**src/rtl/uart_frame_tx_pkg.sv**
```systemverilog
// uart_frame_tx_pkg
// Shared definitions for the telemetry frame transmitter: ASCII constants,
// frame lengths, the frame FSM state type and small character helpers.
// No ports. Optional feature macro used by the top: UART_FRAME_CHECKSUM_EN.

package uart_frame_tx_pkg;

  localparam logic [7:0] ASCII_F     = 8'h46;
  localparam logic [7:0] ASCII_P     = 8'h50;
  localparam logic [7:0] ASCII_COLON = 8'h3A;
  localparam logic [7:0] ASCII_SPACE = 8'h20;
  localparam logic [7:0] ASCII_DASH  = 8'h2D;
  localparam logic [7:0] ASCII_CR    = 8'h0D;
  localparam logic [7:0] ASCII_LF    = 8'h0A;

  localparam int FRAME_LEN_BASE = 23;
  localparam int FRAME_LEN_CSUM = 25;

  typedef enum logic [1:0] {
    ST_IDLE,
    ST_LOAD,
    ST_SHIFT,
    ST_DONE
  } frame_state_e;

  // Digit k of an 8-digit BCD word, k=0 is the most significant digit.
  function automatic logic [3:0] bcd_digit(input logic [31:0] v, input logic [2:0] k);
    return 4'(v >> {3'd7 - k, 2'b00});
  endfunction

  // Non-decimal nibbles print as '-' so an unset reading shows as dashes.
  function automatic logic [7:0] bcd_to_ascii(input logic [3:0] n);
    return (n <= 4'd9) ? (8'h30 + {4'h0, n}) : ASCII_DASH;
  endfunction

  // Uppercase hex character for one nibble.
  function automatic logic [7:0] hex_to_ascii(input logic [3:0] n);
    return (n <= 4'd9) ? (8'h30 + {4'h0, n}) : (8'h37 + {4'h0, n});
  endfunction

endpackage

```
**src/rtl/uart_frame_tx_if.sv**
```systemverilog
// uart_frame_tx_if
// Groups the frame transmitter's request, data and status signals.
//   trigger     : frame request, rising edge counts
//   freq_bcd    : 8 BCD digits of frequency, [31:28] most significant
//   peak_bcd    : 8 BCD digits of peak-to-peak
//   tx_pin_out  : UART TX line, idle high
//   busy        : frame in progress
//   frame_done  : one-cycle pulse after the final stop bit
//   dropped     : one-cycle pulse for a trigger edge refused while busy
// master modport drives requests, slave modport is the transmitter side.

interface uart_frame_tx_if;

  logic        trigger;
  logic [31:0] freq_bcd;
  logic [31:0] peak_bcd;
  logic        tx_pin_out;
  logic        busy;
  logic        frame_done;
  logic        dropped;

  modport master (
    output trigger, freq_bcd, peak_bcd,
    input  tx_pin_out, busy, frame_done, dropped
  );

  modport slave (
    input  trigger, freq_bcd, peak_bcd,
    output tx_pin_out, busy, frame_done, dropped
  );

endinterface

```
**src/rtl/uart_tx_byte.sv**
```systemverilog
// uart_tx_byte
// 8N1 byte serializer: start bit 0, 8 data bits LSB first, stop bit 1,
// each bit BAUD_DIV clocks long (BAUD_DIV must be at least 2).
//   clk, rst   : clock, asynchronous active-high reset
//   start      : load data and begin a byte (accepted even in the last
//                stop-bit cycle, so bytes can run back to back)
//   data       : byte to send
//   tx         : serial line, idle high
//   done       : pulse in the final clock of the stop bit
//   near_done  : pulse one clock before done, lets the caller issue the
//                next start so it lands exactly when the stop bit ends

module uart_tx_byte #(
  parameter int BAUD_DIV = 868
) (
  input  logic       clk,
  input  logic       rst,
  input  logic       start,
  input  logic [7:0] data,
  output logic       tx,
  output logic       done,
  output logic       near_done
);

  localparam int CW = (BAUD_DIV > 2) ? $clog2(BAUD_DIV) : 1;
  localparam logic [CW-1:0] BAUD_LAST = CW'(BAUD_DIV - 1);
  localparam logic [CW-1:0] BAUD_PREV = CW'(BAUD_DIV - 2);

  logic          active_q, active_d;
  logic [CW-1:0] baud_q, baud_d;
  logic [3:0]    bit_q, bit_d;
  logic [7:0]    shreg_q, shreg_d;
  logic          tx_q, tx_d;
  logic          baud_end;

  assign baud_end  = (baud_q == BAUD_LAST);
  assign done      = active_q && (bit_q == 4'd9) && baud_end;
  assign near_done = active_q && (bit_q == 4'd9) && (baud_q == BAUD_PREV);
  assign tx        = tx_q;

  always_ff @(posedge clk or posedge rst) begin
    if (rst) begin
      active_q <= 1'b0;
      baud_q   <= '0;
      bit_q    <= '0;
      shreg_q  <= '0;
      tx_q     <= 1'b1;
    end else begin
      active_q <= active_d;
      baud_q   <= baud_d;
      bit_q    <= bit_d;
      shreg_q  <= shreg_d;
      tx_q     <= tx_d;
    end
  end

  // The shift register refills with ones, so after the eighth data bit
  // its LSB is already the stop-bit level.
  always_comb begin
    active_d = active_q;
    baud_d   = baud_q;
    bit_d    = bit_q;
    shreg_d  = shreg_q;
    tx_d     = tx_q;
    if (start) begin
      active_d = 1'b1;
      baud_d   = '0;
      bit_d    = '0;
      shreg_d  = data;
      tx_d     = 1'b0;
    end else if (active_q) begin
      if (baud_end) begin
        baud_d = '0;
        if (bit_q == 4'd9) begin
          active_d = 1'b0;
          tx_d     = 1'b1;
        end else begin
          bit_d   = bit_q + 4'd1;
          tx_d    = shreg_q[0];
          shreg_d = {1'b1, shreg_q[7:1]};
        end
      end else begin
        baud_d = baud_q + CW'(1);
      end
    end
  end

endmodule

```
**src/rtl/uart_frame_tx.sv**
```systemverilog
// uart_frame_tx
// Snapshots BCD frequency and peak-to-peak readings on a trigger rising
// edge and sends them as one ASCII line "F:dddddddd P:dddddddd\r\n" over
// an 8N1 UART.
//   CLK_FREQ, BAUD : clock rate and line rate, bit time = CLK_FREQ/BAUD
//   clk, rst       : clock, asynchronous active-high reset
//   bus (slave)    : trigger, freq_bcd, peak_bcd in;
//                    tx_pin_out, busy, frame_done, dropped out
// Optional feature: define UART_FRAME_CHECKSUM_EN to append two uppercase
// hex characters (XOR of all bytes from 'F' to the last peak digit)
// before CR LF, giving a 25-byte line.

module uart_frame_tx #(
  parameter int CLK_FREQ = 100_000_000,
  parameter int BAUD     = 115200
) (
  input logic            clk,
  input logic            rst,
  uart_frame_tx_if.slave bus
);

  import uart_frame_tx_pkg::*;

  localparam int BAUD_DIV = CLK_FREQ / BAUD;
`ifdef UART_FRAME_CHECKSUM_EN
  localparam int FRAME_LEN = FRAME_LEN_CSUM;
`else
  localparam int FRAME_LEN = FRAME_LEN_BASE;
`endif
  localparam logic [4:0] LAST_IDX = 5'(FRAME_LEN - 1);

  frame_state_e state_q, state_d;
  logic [4:0]   byte_idx_q, byte_idx_d;
  logic         trig_q;
  logic [31:0]  freq_q;
  logic [31:0]  peak_q;
  logic         dropped_q;
  logic         trig_edge;
  logic         ser_start;
  logic         ser_done;
  logic         ser_near_done;
  logic         ser_tx;
  logic [7:0]   frame_byte;
  logic [2:0]   f_sel;
  logic [2:0]   p_sel;

  assign trig_edge = bus.trigger & ~trig_q;

  // trig_q resets high so a trigger already high through reset never fires.
  always_ff @(posedge clk or posedge rst) begin
    if (rst) begin
      state_q    <= ST_IDLE;
      byte_idx_q <= '0;
      trig_q     <= 1'b1;
      freq_q     <= '1;
      peak_q     <= '1;
      dropped_q  <= 1'b0;
    end else begin
      state_q    <= state_d;
      byte_idx_q <= byte_idx_d;
      trig_q     <= bus.trigger;
      dropped_q  <= trig_edge && (state_q != ST_IDLE);
      if (trig_edge && (state_q == ST_IDLE)) begin
        freq_q <= bus.freq_bcd;
        peak_q <= bus.peak_bcd;
      end
    end
  end

  // Between bytes the next LOAD is entered on near_done, so its start
  // coincides with the last stop-bit clock and bytes run with no gap.
  // The final byte waits for done instead, so DONE follows the stop bit.
  always_comb begin
    state_d    = state_q;
    byte_idx_d = byte_idx_q;
    ser_start  = 1'b0;
    case (state_q)
      ST_IDLE: begin
        byte_idx_d = '0;
        if (trig_edge) state_d = ST_LOAD;
      end
      ST_LOAD: begin
        ser_start = 1'b1;
        state_d   = ST_SHIFT;
      end
      ST_SHIFT: begin
        if (byte_idx_q == LAST_IDX) begin
          if (ser_done) state_d = ST_DONE;
        end else if (ser_near_done) begin
          byte_idx_d = byte_idx_q + 5'd1;
          state_d    = ST_LOAD;
        end
      end
      ST_DONE: begin
        state_d = ST_IDLE;
      end
      default: begin
        state_d = ST_IDLE;
      end
    endcase
  end

`ifdef UART_FRAME_CHECKSUM_EN
  logic [7:0] csum;

  always_comb begin
    csum = ASCII_F ^ ASCII_COLON ^ ASCII_SPACE ^ ASCII_P ^ ASCII_COLON;
    for (int i = 0; i < 8; i++) begin
      csum = csum ^ bcd_to_ascii(bcd_digit(freq_q, 3'(i)))
                  ^ bcd_to_ascii(bcd_digit(peak_q, 3'(i)));
    end
  end
`endif

  // Byte map: 0 'F', 1 ':', 2-9 freq digits, 10 ' ', 11 'P', 12 ':',
  // 13-20 peak digits, then optional checksum, then CR LF.
  always_comb begin
    frame_byte = ASCII_LF;
    f_sel      = 3'(byte_idx_q - 5'd2);
    p_sel      = 3'(byte_idx_q - 5'd13);
    if (byte_idx_q == 5'd0)       frame_byte = ASCII_F;
    else if (byte_idx_q == 5'd1)  frame_byte = ASCII_COLON;
    else if (byte_idx_q <= 5'd9)  frame_byte = bcd_to_ascii(bcd_digit(freq_q, f_sel));
    else if (byte_idx_q == 5'd10) frame_byte = ASCII_SPACE;
    else if (byte_idx_q == 5'd11) frame_byte = ASCII_P;
    else if (byte_idx_q == 5'd12) frame_byte = ASCII_COLON;
    else if (byte_idx_q <= 5'd20) frame_byte = bcd_to_ascii(bcd_digit(peak_q, p_sel));
`ifdef UART_FRAME_CHECKSUM_EN
    else if (byte_idx_q == 5'd21) frame_byte = hex_to_ascii(csum[7:4]);
    else if (byte_idx_q == 5'd22) frame_byte = hex_to_ascii(csum[3:0]);
    else if (byte_idx_q == 5'd23) frame_byte = ASCII_CR;
`else
    else if (byte_idx_q == 5'd21) frame_byte = ASCII_CR;
`endif
    else                          frame_byte = ASCII_LF;
  end

  uart_tx_byte #(
    .BAUD_DIV (BAUD_DIV)
  ) u_ser (
    .clk       (clk),
    .rst       (rst),
    .start     (ser_start),
    .data      (frame_byte),
    .tx        (ser_tx),
    .done      (ser_done),
    .near_done (ser_near_done)
  );

  assign bus.tx_pin_out = ser_tx;
  assign bus.busy       = (state_q == ST_LOAD) || (state_q == ST_SHIFT);
  assign bus.frame_done = (state_q == ST_DONE);
  assign bus.dropped    = dropped_q;

endmodule

```
**src/flat_wrapper.sv**
```systemverilog
// flat-port wrapper written by rule: the top's interface ports become plain ports
module uart_frame_tx_flat import uart_frame_tx_pkg::*;
#(
  parameter int CLK_FREQ = 100_000_000,
  parameter int BAUD     = 115200
)
  (clk, rst, bus_trigger, bus_freq_bcd, bus_peak_bcd, bus_tx_pin_out, bus_busy, bus_frame_done, bus_dropped);
  uart_frame_tx_if bus_i ();
  input logic clk;
  input logic rst;
  input wire logic [$bits(bus_i.trigger)-1:0] bus_trigger;
  input wire logic [$bits(bus_i.freq_bcd)-1:0] bus_freq_bcd;
  input wire logic [$bits(bus_i.peak_bcd)-1:0] bus_peak_bcd;
  output wire logic [$bits(bus_i.tx_pin_out)-1:0] bus_tx_pin_out;
  output wire logic [$bits(bus_i.busy)-1:0] bus_busy;
  output wire logic [$bits(bus_i.frame_done)-1:0] bus_frame_done;
  output wire logic [$bits(bus_i.dropped)-1:0] bus_dropped;
  assign bus_i.trigger = bus_trigger;
  assign bus_i.freq_bcd = bus_freq_bcd;
  assign bus_i.peak_bcd = bus_peak_bcd;
  assign bus_tx_pin_out = bus_i.tx_pin_out;
  assign bus_busy = bus_i.busy;
  assign bus_frame_done = bus_i.frame_done;
  assign bus_dropped = bus_i.dropped;
  uart_frame_tx #(.CLK_FREQ(CLK_FREQ), .BAUD(BAUD)) u_core (.clk(clk), .rst(rst), .bus(bus_i));
endmodule
```
**config.mk**
```make
export PLATFORM = sky130hd
export DESIGN_NAME = uart_frame_tx_flat
export DESIGN_NICKNAME = d
export VERILOG_FILES = /design/src/rtl/uart_frame_tx_pkg.sv /design/src/rtl/uart_frame_tx_if.sv /design/src/rtl/uart_tx_byte.sv /design/src/rtl/uart_frame_tx.sv /design/src/flat_wrapper.sv
export SDC_FILE = /design/constraint.sdc
export NUM_CORES = 1
export LEC_CHECK = 0
export ABC_AREA = 1
export BUFFER_PORTS_ARGS = -buffer_cell sky130_fd_sc_hd__buf_4
export CAP_MARGIN = 20
export CORE_ASPECT_RATIO = 1.5
export CORE_UTILIZATION = 58
export DETAILED_ROUTE_END_ITERATION = 16
export PLACE_DENSITY = 0.8
export SKIP_LAST_GASP = 1
export SLEW_MARGIN = 20
export SYNTH_ARGS = -nofsm -noshare
export SYNTH_HDL_FRONTEND = slang
export SYNTH_HIERARCHICAL = 1
export SYNTH_SLANG_ARGS = --single-unit
```
**constraint.sdc**
```tcl
create_clock -name clk -period 2.9 [get_ports clk]
set_input_delay 0.145 -clock clk [delete_from_list [all_inputs] [get_ports clk]]
set_output_delay 0.145 -clock clk [all_outputs]
set_load 0.005 [all_outputs]
```
==> results.md, run 1 <==
* Slowest CP cell: dfrtp_1
* Seq/Total Area, Yosys at 46.3%
* Number of port buffers at 70
* Max Cap Violations at 0
* Syn Area/Cell at 8.46 um^2
* GPL Wtd Cong at 1.00
* Ys async rst share at 100%
* Starting DRT DRC Count at 188
* Post-Synthesis Cells at 641
* Ys Warns at 6
* I/O pin total at 71
* Area of placed instances at 5970 um^2
* CP Buf/Inv Count at 2
* CP Max Fanout at 12
* Area of the core at 8930 um^2
* Pin count of the biggest net entering global routing at 46
* Final HPWL DP at 8610 um
* DR pass1 iterations at 5
* Post-synthesis cell type count at 43
* DRC at 0
* Clk buf depth at 2
* Setup Skew at 0.00583 ns
* Initial Util at 60.7%
* EDFF count, synth at 0
* Sequential share of power at 49.8%
* Tot Pwr at 2.73 mW
* Final Hold Viols at 0
* Crit path kind: flip-flop to flip-flop
* Mapped cell area at 5420 um^2
* Remaining antenna violation count after routing at 0
* Row count at 42
* Req. time, crit path at 3.18 ns
* Largest delay share family, worst path: simple AND/OR/NAND/NOR gates
* Share of the synthesized area in the top cell type at 32.0%
* Worst path max stage delay at 0.57 ns
* Clock power share at 46.4%
* Layout cells sized above 1 at 31.7%
* Register bit total from synthesis at 97
* Largest cells by area after synthesis: dfstp_2, dfrtp_1, nand2_1
* Post-layout net count at 783
* Status: completed
* Final Setup Violations at 0
* Hold crit path type: input pin to flip-flop
* GRT overflow at 0
* Arrival @ worst endpoint at 2.83 ns
* Setup_tns at 0 ns
* Pleak at 3.20 nW
* Main synth FF type: dfstp_2
* Peak VDD IR at 460 uV
* Number of antenna violations at the first check in global routing at 0
* Comb power frac at 3.8%
* Total number of vias at 4464
* PwrDens at 432 nW/um^2
* CTS buffer count at 9
* Relative slew slack at 40.3%
* Chip Width at 80.9 um
* DR WL/cell at 14.4 um
* Fin crit period at 2.55 ns
* Unrepaired setup endpoints after global routing: no
* Skew-Pair Late Insertion Delay at 0.34 ns
* Synth area leader: dfstp_2
* Critical Path End Type: flip-flop
* Design Area, Final at 6310 um^2
* Fin crit share at 88.0%
* Min Hold Slack at 0.0309 ns
* Vias in the first global route at 4664
* Placed cell count at 799
* Synthesized net count at 722
* First-pass GRT wire length at 20100 um
* CP Launch Type: flip-flop
* Antenna diodes at 0
* H-tree depth at 3
* Fillcell total at 684
* Internal power at 2.18 mW
* Sw frac at 20.1%
* Clk root buf: clkbuf_16
* Die Ht at 120 um
* Fin. max-slew vios at 0
* Via/cell ratio at 5.46
* Psw at 547 uW
* Postcts setup bufs at 0
* Num Clock Sinks at 97
* CTS clk-pin slew, worst paths at 0.07 ns
* TritonCTS clock tree: yes
* Layout area overhead at 16.4%
* CP cell instances: inv_2, ha_1, inv_2, nor2_1, o21ai_1, nand2_1, nand2_1, nand2_1, nand2_2, nand3_1, nand2_1, nand2_1, nand2_1, nand2_1, nand2_1, nand2_1, nand4_1, nand2_1
* Least-Margin Pin Slew at 0.895 ns
* Final WL at 11700 um
* Final non-filler cell total at 817
* Most frequent CP cell: nand2_1
* Gr usage total at 26.6%
* Peak Freq at 0.392 GHz
* Die Footprint at 9740 um^2
layout by cell type, fill, tap and decap left out, types with 3 or more instances in the layout:
cell type / n
a21oi_1: 40
buf_4: 73
clkbuf_16: 9
dfrtp_1: 31
dfstp_2: 66
ha_1: 14
inv_1: 63
inv_2: 7
inv_4: 4
mux2_2: 33
nand2_1: 145
nand2_2: 7
nand3_1: 32
nand3b_1: 3
nand4_1: 15
nor2_1: 80
nor2_2: 6
nor3_1: 5
nor3_4: 3
o211ai_1: 9
o21ai_0: 18
o21ai_1: 7
xor2_1: 5
Yosys cell counts, types with 8 or more instances:
cell / instances
nand2_1: 145
nor2_1: 80
dfstp_2: 66
inv_1: 64
a21oi_1: 40
mux2_2: 33
nand3_1: 33
dfrtp_1: 31
o21ai_0: 18
nand4_1: 15
ha_1: 14
buf_2: 12
o211ai_1: 9
buf_6: 8
state kept, by name, indices dropped and copies added (netlist names):
signal	count
u_core/freq_q	32
u_core/trig_q	1
u_core/peak_q	32
u_core/byte_idx_q	5
u_core/u_ser/shreg_q	8
u_core/u_ser/tx	1
u_core/u_ser/baud_q	10
u_core/state_q	2
u_core/bus.dropped	1
u_core/u_ser/bit_q	4
u_core/u_ser/active_q	1
worst paths after layout:
kind / startpoint / end / slack (ns) / cells past startpoint
max: u_core/byte_idx_q[1] / u_core/u_ser/shreg_q[2] / 0.35 / 18
min: bus_peak_bcd[27] / u_core/peak_q[27] / 0.03 / 2
max reg2reg: u_core/byte_idx_q[1] / u_core/u_ser/shreg_q[2] / 0.35 / 18
min reg2reg: u_core/peak_q[16] / u_core/peak_q[16] / 0.48 / 2
max in group asynchronous: rst / u_core/freq_q[30] / 1.66 / 4
min in group asynchronous: rst / u_core/state_q[1] / 0.51 / 3
layout make-up:
class	count	area, um^2	share of cell area (%)
Tap cell	110	138	2.18
Clock buffer	10	229	3.63
Sequential cell	97	2510	39.8
Clock inverter	6	90.1	1.43
Timing Repair Buffer	77	608	9.64
Inverter	72	275	4.36
Multi-Input combinational cell	445	2460	39.0
metrics by stage:
step	worst slack (ns)	util (%)
4_1_cts	0.389	70.6
3_3_place_gp	0.542	66.8
6_report	0.349	70.6
3_5_place_dp	0.410	66.8
2_1_floorplan	0.680	-
5_1_grt	0.0656	70.6
power by group through the flow:
| stage | logic [mW] | registers [mW] | clock network [mW] |
|---|---|---|---|
| floorplan | 0.0209 | 1.38 | 0 |
| global placement | 0.101 | 1.38 | 0 |
| detailed placement | 0.103 | 1.38 | 0 |
| CTS | 0.105 | 1.36 | 1.29 |
| global route | 0.113 | 1.36 | 1.35 |
| finish | 0.103 | 1.36 | 1.27 |
cell families after synthesis:
kind of cell,Yosys count,share of synthesized area [%]
other cells,1,0.0692
flops,97,46.3
buf+inv,99,8.54
mux,33,6.86
compound gates,85,8.84
fa+ha+maj,14,3.23
xor+xnor,5,0.808
simple gates,307,25.3
per-layer routing:
metal,GRT usage (%),wire [um]
met1,29.6,4580
met2,47.1,6370
met3,5.06,437
met4,13.3,368
met5,0,0
what timing repair did:
| item | in CTS | in global routing |
|---|---|---|
| gates resized for setup | 0 | 0 |
| hold buffers | 2 | 0 |
| hold endpoints to repair | 8 | 0 |
Note: power is estimated with default switching activity, not from simulation.
==> inputs of run 2 (changes only) <==
Settings changed: CORE_UTILIZATION 58 to 60, PLACE_DENSITY 0.8 to 0.82.
Clock period 2.9 ns to 3.01 ns, I/O delays scaled along.
==> results.md, run 2 (synthesized netlist as in run 1, its figures left out) <==
* Layout area overhead at 15.1%
* Critical Path End Type: flip-flop
* Crit path kind: flip-flop to flip-flop
* CP Buf/Inv Count at 2 (unchanged)
* Reg2reg end: u_core/u_ser/shreg_q[2]
* Status: finished, violations left
* PwrDens at 390 nW/um^2 (-9.7%)
* Clk buf depth at 2 (unchanged)
* Critical path depth in cells at 18 (unchanged)
* Commonest non-fill, non-tap cell in the layout: nand2_1
* Relative slew slack at 38.7% (-1.5 points)
* Pin count of the biggest net entering global routing at 55 (+20%)
* Fin crit share at 82.9% (-5.0 points)
* Number of port buffers at 70 (unchanged)
* Worst path max stage delay at 0.56 ns (about the same)
* Skew-Pair Late Insertion Delay at 0.34 ns (about the same)
* Post-cts sizing count at 0 (unchanged)
* Vias in the first global route at 4536 (-2.7%)
* Most frequent cells in the layout: nand2_1, nor2_1, buf_4, dfstp_2, inv_1
* Gr usage total at 27.6% (+0.99 points)
* Die Ht at 118 um (-1.7%)
* Fillcell total at 647 (-5.4%)
* CP Max Fanout at 12 (unchanged)
* CTS buffer count at 9 (unchanged)
* CP cell instances: inv_2, ha_1, inv_2, nor2_1, o21ai_1, nand2_1, nand2_1, nand2_1, nand2_2, nand3_1, nand2_1, nand2_1, nand2_1, nand2_1, nand2_1, nand2_1, nand4_1, nand2_1
* Max Cap Violations at 0 (unchanged)
* Die Footprint at 9430 um^2 (-3.3%)
* Row count at 42 (unchanged)
* Worst R2R Path Depth at 18 (unchanged)
* CP Launch Type: flip-flop
* Chip Width at 79.6 um (-1.6%)
* FF-to-FF Start: u_core/byte_idx_q[1]
* I/O pin total at 71 (unchanged)
* Final HPWL DP at 8870 um (+3.1%)
* TritonCTS clock tree: yes
* Failing checks: hold timing
* Final core occ at 71.1% (+0.46 points)
* Final Hold Viols at 8 (+8)
* Antenna diodes at 0 (unchanged)
* Most frequent CP cell: nand2_1
* Remaining antenna violation count after routing at 0 (unchanged)
* Setup_tns at 0 ns (unchanged)
* DR WL/cell at 14.6 um (+1.5%)
* Pleak at 3.17 nW (-0.75%)
* Least-Margin Pin Slew at 0.918 ns (+0.0225 ns)
* Clk root buf: clkbuf_16
* Fin crit period at 2.50 ns (-0.0549 ns)
* Min Hold Slack at -0.0192 ns (-0.0501 ns)
* Via/cell ratio at 5.47 (+0.18%)
* Fin. max-slew vios at 0 (unchanged)
* Peak VDD IR at 351 uV (-24%)
* Layout cells sized above 1 at 31.8% (+0.14 points)
* R2r setup slk at 0.51 ns (+0.16 ns)
* Starting DRT DRC Count at 187 (-0.53%)
* Final Setup Violations at 0 (unchanged)
* CP startpoint: u_core/byte_idx_q[1]
* CTS clk-pin slew, worst paths at 0.06 ns (about the same)
* Initial Util at 61.8% (+1.1 points)
* Req. time, crit path at 3.29 ns (+0.11 ns)
* CP endpoint: u_core/u_ser/shreg_q[2]
* GRT overflow at 0 (unchanged)
* GPL Wtd Cong at 0.910 (-9.1%)
* Setup Skew at 0.00538 ns (-0.000448 ns)
* Top flop regs: u_core/freq_q x32, u_core/peak_q x32, u_core/u_ser/baud_q x10
* Peak Freq at 0.401 GHz (+2.2%)
* Post-layout net count at 783 (unchanged)
* Hold crit path type: input pin to asynchronous set/reset pin
* Final WL at 11900 um (+1.5%)
* Unrepaired setup endpoints after global routing: no
* Area of the core at 8780 um^2 (-1.8%)
* DR pass1 iterations at 5 (unchanged)
* H-tree depth at 3 (unchanged)
* DRC at 0 (unchanged)
* Number of antenna violations at the first check in global routing at 0 (unchanged)
* Num Clock Sinks at 97 (unchanged)
* Largest delay share family, worst path: simple AND/OR/NAND/NOR gates
* Slowest CP cell: dfrtp_1
* Arrival @ worst endpoint at 2.78 ns (-0.05 ns)
* First-pass GRT wire length at 20300 um (+0.82%)
* Total number of vias at 4472 (+0.18%)
-- run 2: cell count changes in the layout (fill, tap and decap cells not counted), sizes merged --
cell	previous run	this run
clkinv	2	5
bufinv	2	0
inv	74	73
dlygate4sd3	2	1
buf	75	76
-- run 2: per-stage QoR --
| step | setup slack, ns | area, um^2 | hold WS (ns) | cells | power [mW] |
|---|---|---|---|---|---|
| 2_1_floorplan | 0.790 | 5420 | 0.155 | 641 | 1.35 |
| 3_3_place_gp | 0.665 | 5970 | 0.293 | 800 | 1.43 |
| 3_5_place_dp | 0.543 | 5970 | 0.294 | 800 | 1.43 |
| 4_1_cts | 0.533 | 6240 | 0.00196 | 817 | 2.47 |
| 5_1_grt | 0.207 | 6240 | 0.0307 | 817 | 2.52 |
| 6_report | 0.514 | 6240 | -0.0192 | 817 | 2.44 |
-- run 2: area by class of cell --
type | instances | area, um^2 | area share, %
clock buffers | 10 | 229 | 3.67
clock inverters | 6 | 33.8 | 0.542
inverters | 72 | 275 | 4.41
multi-input cells | 445 | 2460 | 39.4
flip-flops and latches | 97 | 2510 | 40.2
well taps | 110 | 138 | 2.21
repair buffers | 77 | 593 | 9.51
-- run 2: worst min-delay path by stage --
stage	start	slack (ns)	to	cells past startpoint
2_1_floorplan	bus_trigger	0.15	u_core/trig_q	0
3_3_place_gp	bus_trigger	0.29	u_core/trig_q	1
3_5_place_dp	bus_trigger	0.29	u_core/trig_q	1
4_1_cts	rst	0.002	u_core/bus.dropped	2
5_1_grt	bus_freq_bcd[24]	0.03	u_core/freq_q[24]	2
6_report	rst	-0.02	u_core/bus.dropped	2
-- run 2: where the power goes --
group / internal [mW] / total, mW / switching (mW)
logic: 0.0576 / 0.0968 / 0.0392
clock network: 0.555 / 1.03 / 0.473
registers: 1.31 / 1.31 / 0.000327
-- run 2: layer usage --
| metal | global-route usage (%) | wire length (um) | up-vias |
|---|---|---|---|
| li1 | - | - | 2188 |
| met4 | 12.8 | 217 | 0 |
| met5 | 0 | 0 | - |
| met3 | 3.78 | 325 | 19 |
| met2 | 50.0 | 6600 | 108 |
| met1 | 31.0 | 4780 | 2157 |
-- run 2: repair_timing --
action,CTS,global route
hold buffers,1,0
buffers inserted,0,0
hold endpoints to repair,1,0
==> inputs of run 3 (changes only) <==
Settings changed: CORE_UTILIZATION 60 to 58, PLACE_DENSITY 0.82 to 0.8.
Clock period 3.01 ns to 2.5 ns, I/O delays scaled along.
==> results.md, run 3 (synthesized netlist as in run 1, its figures left out) <==
* Initial Util at 60.7% (-1.1 points)
* Fin crit share at 93.0% (+10 points)
* Gr usage total at 26.2% (-1.4 points)
* Most frequent CP cell: nand2_1
* Post-layout net count at 790 (+0.89%)
* Final non-filler cell total at 824 (+0.86%)
* Hold Path End: u_core/freq_q[23]
* First-pass GRT wire length at 19800 um (-2.6%)
* CP cell instances: inv_4, ha_1, inv_2, nor2_1, o21ai_1, nand2_1, nand2_1, nand2_1, nand2_2, nand3b_1, nand2_1, nand2_1, nand3_1, nand2_1, nand2_1, nand4_1, nand2_1
* Postcts setup bufs at 0 (unchanged)
* Req. time, crit path at 2.73 ns (-0.56 ns)
* Worst R2R Path Depth at 17 (-1)
* Layout cells sized above 1 at 32.5% (+0.67 points)
* Die Footprint at 9740 um^2 (+3.4%)
* Most frequent cells in the layout: nand2_1, buf_4, nor2_1, dfstp_2, inv_1
* Comb power frac at 3.9% (about the same)
* Skew-Pair Late Insertion Delay at 0.34 ns (about the same)
* Row count at 42 (unchanged)
* Worst hold path startpoint: bus_freq_bcd[23]
* Reg2reg end: u_core/u_ser/shreg_q[1]
* Final Setup Violations at 0 (unchanged)
* Sw frac at 21.5% (+0.47 points)
* Peak Freq at 0.430 GHz (+7.3%)
* PwrDens at 474 nW/um^2 (+21%)
* Final Hold Viols at 0 (-8)
* Number of antenna violations at the first check in global routing at 0 (unchanged)
* Clock power share at 43.4% (+1.2 points)
* CP Launch Type: flip-flop
* Psw at 644 uW (+26%)
* Final WL at 11800 um (-1.1%)
* GPL Wtd Cong at 0.945 (+3.9%)
* Antenna diodes at 0 (unchanged)
* Clk root buf: clkbuf_16
* Final core occ at 70.8% (-0.30 points)
* Vias in the first global route at 4533 (-0.066%)
* CP Max Fanout at 10 (-2)
* Status: completed
* Layout area overhead at 16.7%
* Top routing layer in use: met4
* Num Clock Sinks at 97 (unchanged)
* H-tree depth at 3 (unchanged)
* DR pass1 iterations at 4 (-1)
* Number of port buffers at 70 (unchanged)
* Area of the core at 8930 um^2 (+1.8%)
* I/O pin total at 71 (unchanged)
* Final HPWL DP at 8680 um (-2.1%)
* Setup_tns at 0 ns (unchanged)
* Routed wire length on met2 at 6610 um (+0.11%)
* DRC at 0 (unchanged)
* CTS clk-pin slew, worst paths at 0.07 ns (about the same)
* Pin count of the biggest net entering global routing at 46 (-16%)
* Starting DRT DRC Count at 194 (+3.7%)
* Hold depth at 2
* CTS buffer count at 9 (unchanged)
* Via/cell ratio at 5.38 (-1.8%)
* R2r setup slk at 0.17 ns (-0.34 ns)
* Placed cell count at 806 (+0.75%)
* Fin. max-slew vios at 0 (unchanged)
* Clk buf depth at 2 (unchanged)
* Relative slew slack at 37.3% (-1.4 points)
* Setup Skew at 0.00493 ns (-0.000446 ns)
* Least-Margin Pin Slew at 0.939 ns (+0.0214 ns)
* DR WL/cell at 14.3 um (-1.9%)
* Crit path kind: flip-flop to flip-flop
* Hold crit path type: input pin to flip-flop
* Sequential share of power at 52.6% (-1.2 points)
* Critical Path End Type: flip-flop
* Top flop regs: u_core/freq_q x32, u_core/peak_q x32, u_core/u_ser/baud_q x10
* Max Cap Violations at 0 (unchanged)
* FF-to-FF Start: u_core/byte_idx_q[0]
* Largest delay share family, worst path: simple AND/OR/NAND/NOR gates
* Unrepaired setup endpoints after global routing: no
* Total number of vias at 4430 (-0.94%)
* Metal-1 WL at 4640 um (-3.0%)
* Internal power at 2.35 mW (+22%)
* Commonest non-fill, non-tap cell in the layout: nand2_1
* Remaining antenna violation count after routing at 0 (unchanged)
* Worst path max stage delay at 0.45 ns (-0.11 ns)
* Arrival @ worst endpoint at 2.56 ns (-0.22 ns)
* CP Buf/Inv Count at 2 (unchanged)
* Peak VDD IR at 470 uV (+34%)
* Fin crit period at 2.33 ns (-0.171 ns)
* Die Ht at 120 um (+1.7%)
* TritonCTS clock tree: yes
* Metal3 WL at 344 um (+5.8%)
* Chip Width at 80.9 um (+1.7%)
* Slowest CP cell: ha_1
* Pleak at 3.21 nW (+1.3%)
* GRT overflow at 0 (unchanged)
[run 3: cell types whose count changed in the layout (fill, tap and decap cells not counted), sizes merged]
cell and change:
buf +6, clkinv -2, clkinvlp +1, dlygate4sd3 +1, inv +1
[run 3: power by group through the flow]
stage / Sequential [mW] / Combinational [mW] / Clock (mW)
4_1_cts: 1.58 / 0.122 / 1.33
3_5_place_dp: 1.60 / 0.119 / 0
3_3_place_gp: 1.60 / 0.117 / 0
5_1_grt: 1.58 / 0.131 / 1.40
6_report: 1.58 / 0.118 / 1.30
2_1_floorplan: 1.60 / 0.0242 / 0
[run 3: final cells by class]
type | instances | area [um^2]
sequential | 97 | 2510
fill | 701 | 2610
multi-input combinational | 445 | 2460
timing repair buffer | 84 | 661
tap | 110 | 138
clock buffer | 10 | 239
clock inverter | 6 | 41.3
inverter | 72 | 275
[run 3: metrics by stage]
step	area [um^2]	power [mW]	hold WS, ns	setup WS [ns]
3_5_place_dp	6020	1.72	0.0516	0.264
3_3_place_gp	6020	1.72	0.0511	0.350
6_report	6320	3.00	0.0155	0.175
5_1_grt	6320	3.11	0.00698	0.00457
4_1_cts	6320	3.03	0.00906	0.202
2_1_floorplan	5420	1.63	0.129	0.280
[run 3: routing by layer]
metal | up-vias | GRT usage (%)
li1 | 2204 | -
met5 | - | 0
met4 | 0 | 8.37
met1 | 2123 | 29.2
met2 | 87 | 48.7
met3 | 16 | 4.45
[run 3: repair_timing]
item,4_1_cts,5_1_grt
hold endpoints to repair,8,0
hold buffers,2,0
resized for setup,0,0
[run 3: worst register-to-register path, stage by stage (launching register included)]
cell,delay (ns)
dfrtp_1,0.41
inv_4,0.04
ha_1,0.45
inv_2,0.16
nor2_1,0.13
o21ai_1,0.08
nand2_1,0.07
nand2_1,0.05
nand2_1,0.14
nand2_2,0.10
nand3b_1,0.11
nand2_1,0.06
nand2_1,0.08
nand3_1,0.08
nand2_1,0.07
nand2_1,0.05
nand4_1,0.08
nand2_1,0.05
[run 3: how the worst max path moves through the flow]
stage,start,end,cells after the start
after floorplan,u_core/byte_idx_q[0],u_core/u_ser/shreg_q[2],21
after global placement,u_core/byte_idx_q[2],u_core/u_ser/shreg_q[2],14
after global routing,u_core/byte_idx_q[0],u_core/u_ser/shreg_q[0],16
after CTS,u_core/byte_idx_q[0],u_core/u_ser/shreg_q[1],17
final,u_core/byte_idx_q[0],u_core/u_ser/shreg_q[1],17
after detailed placement,u_core/byte_idx_q[0],u_core/u_ser/shreg_q[1],17
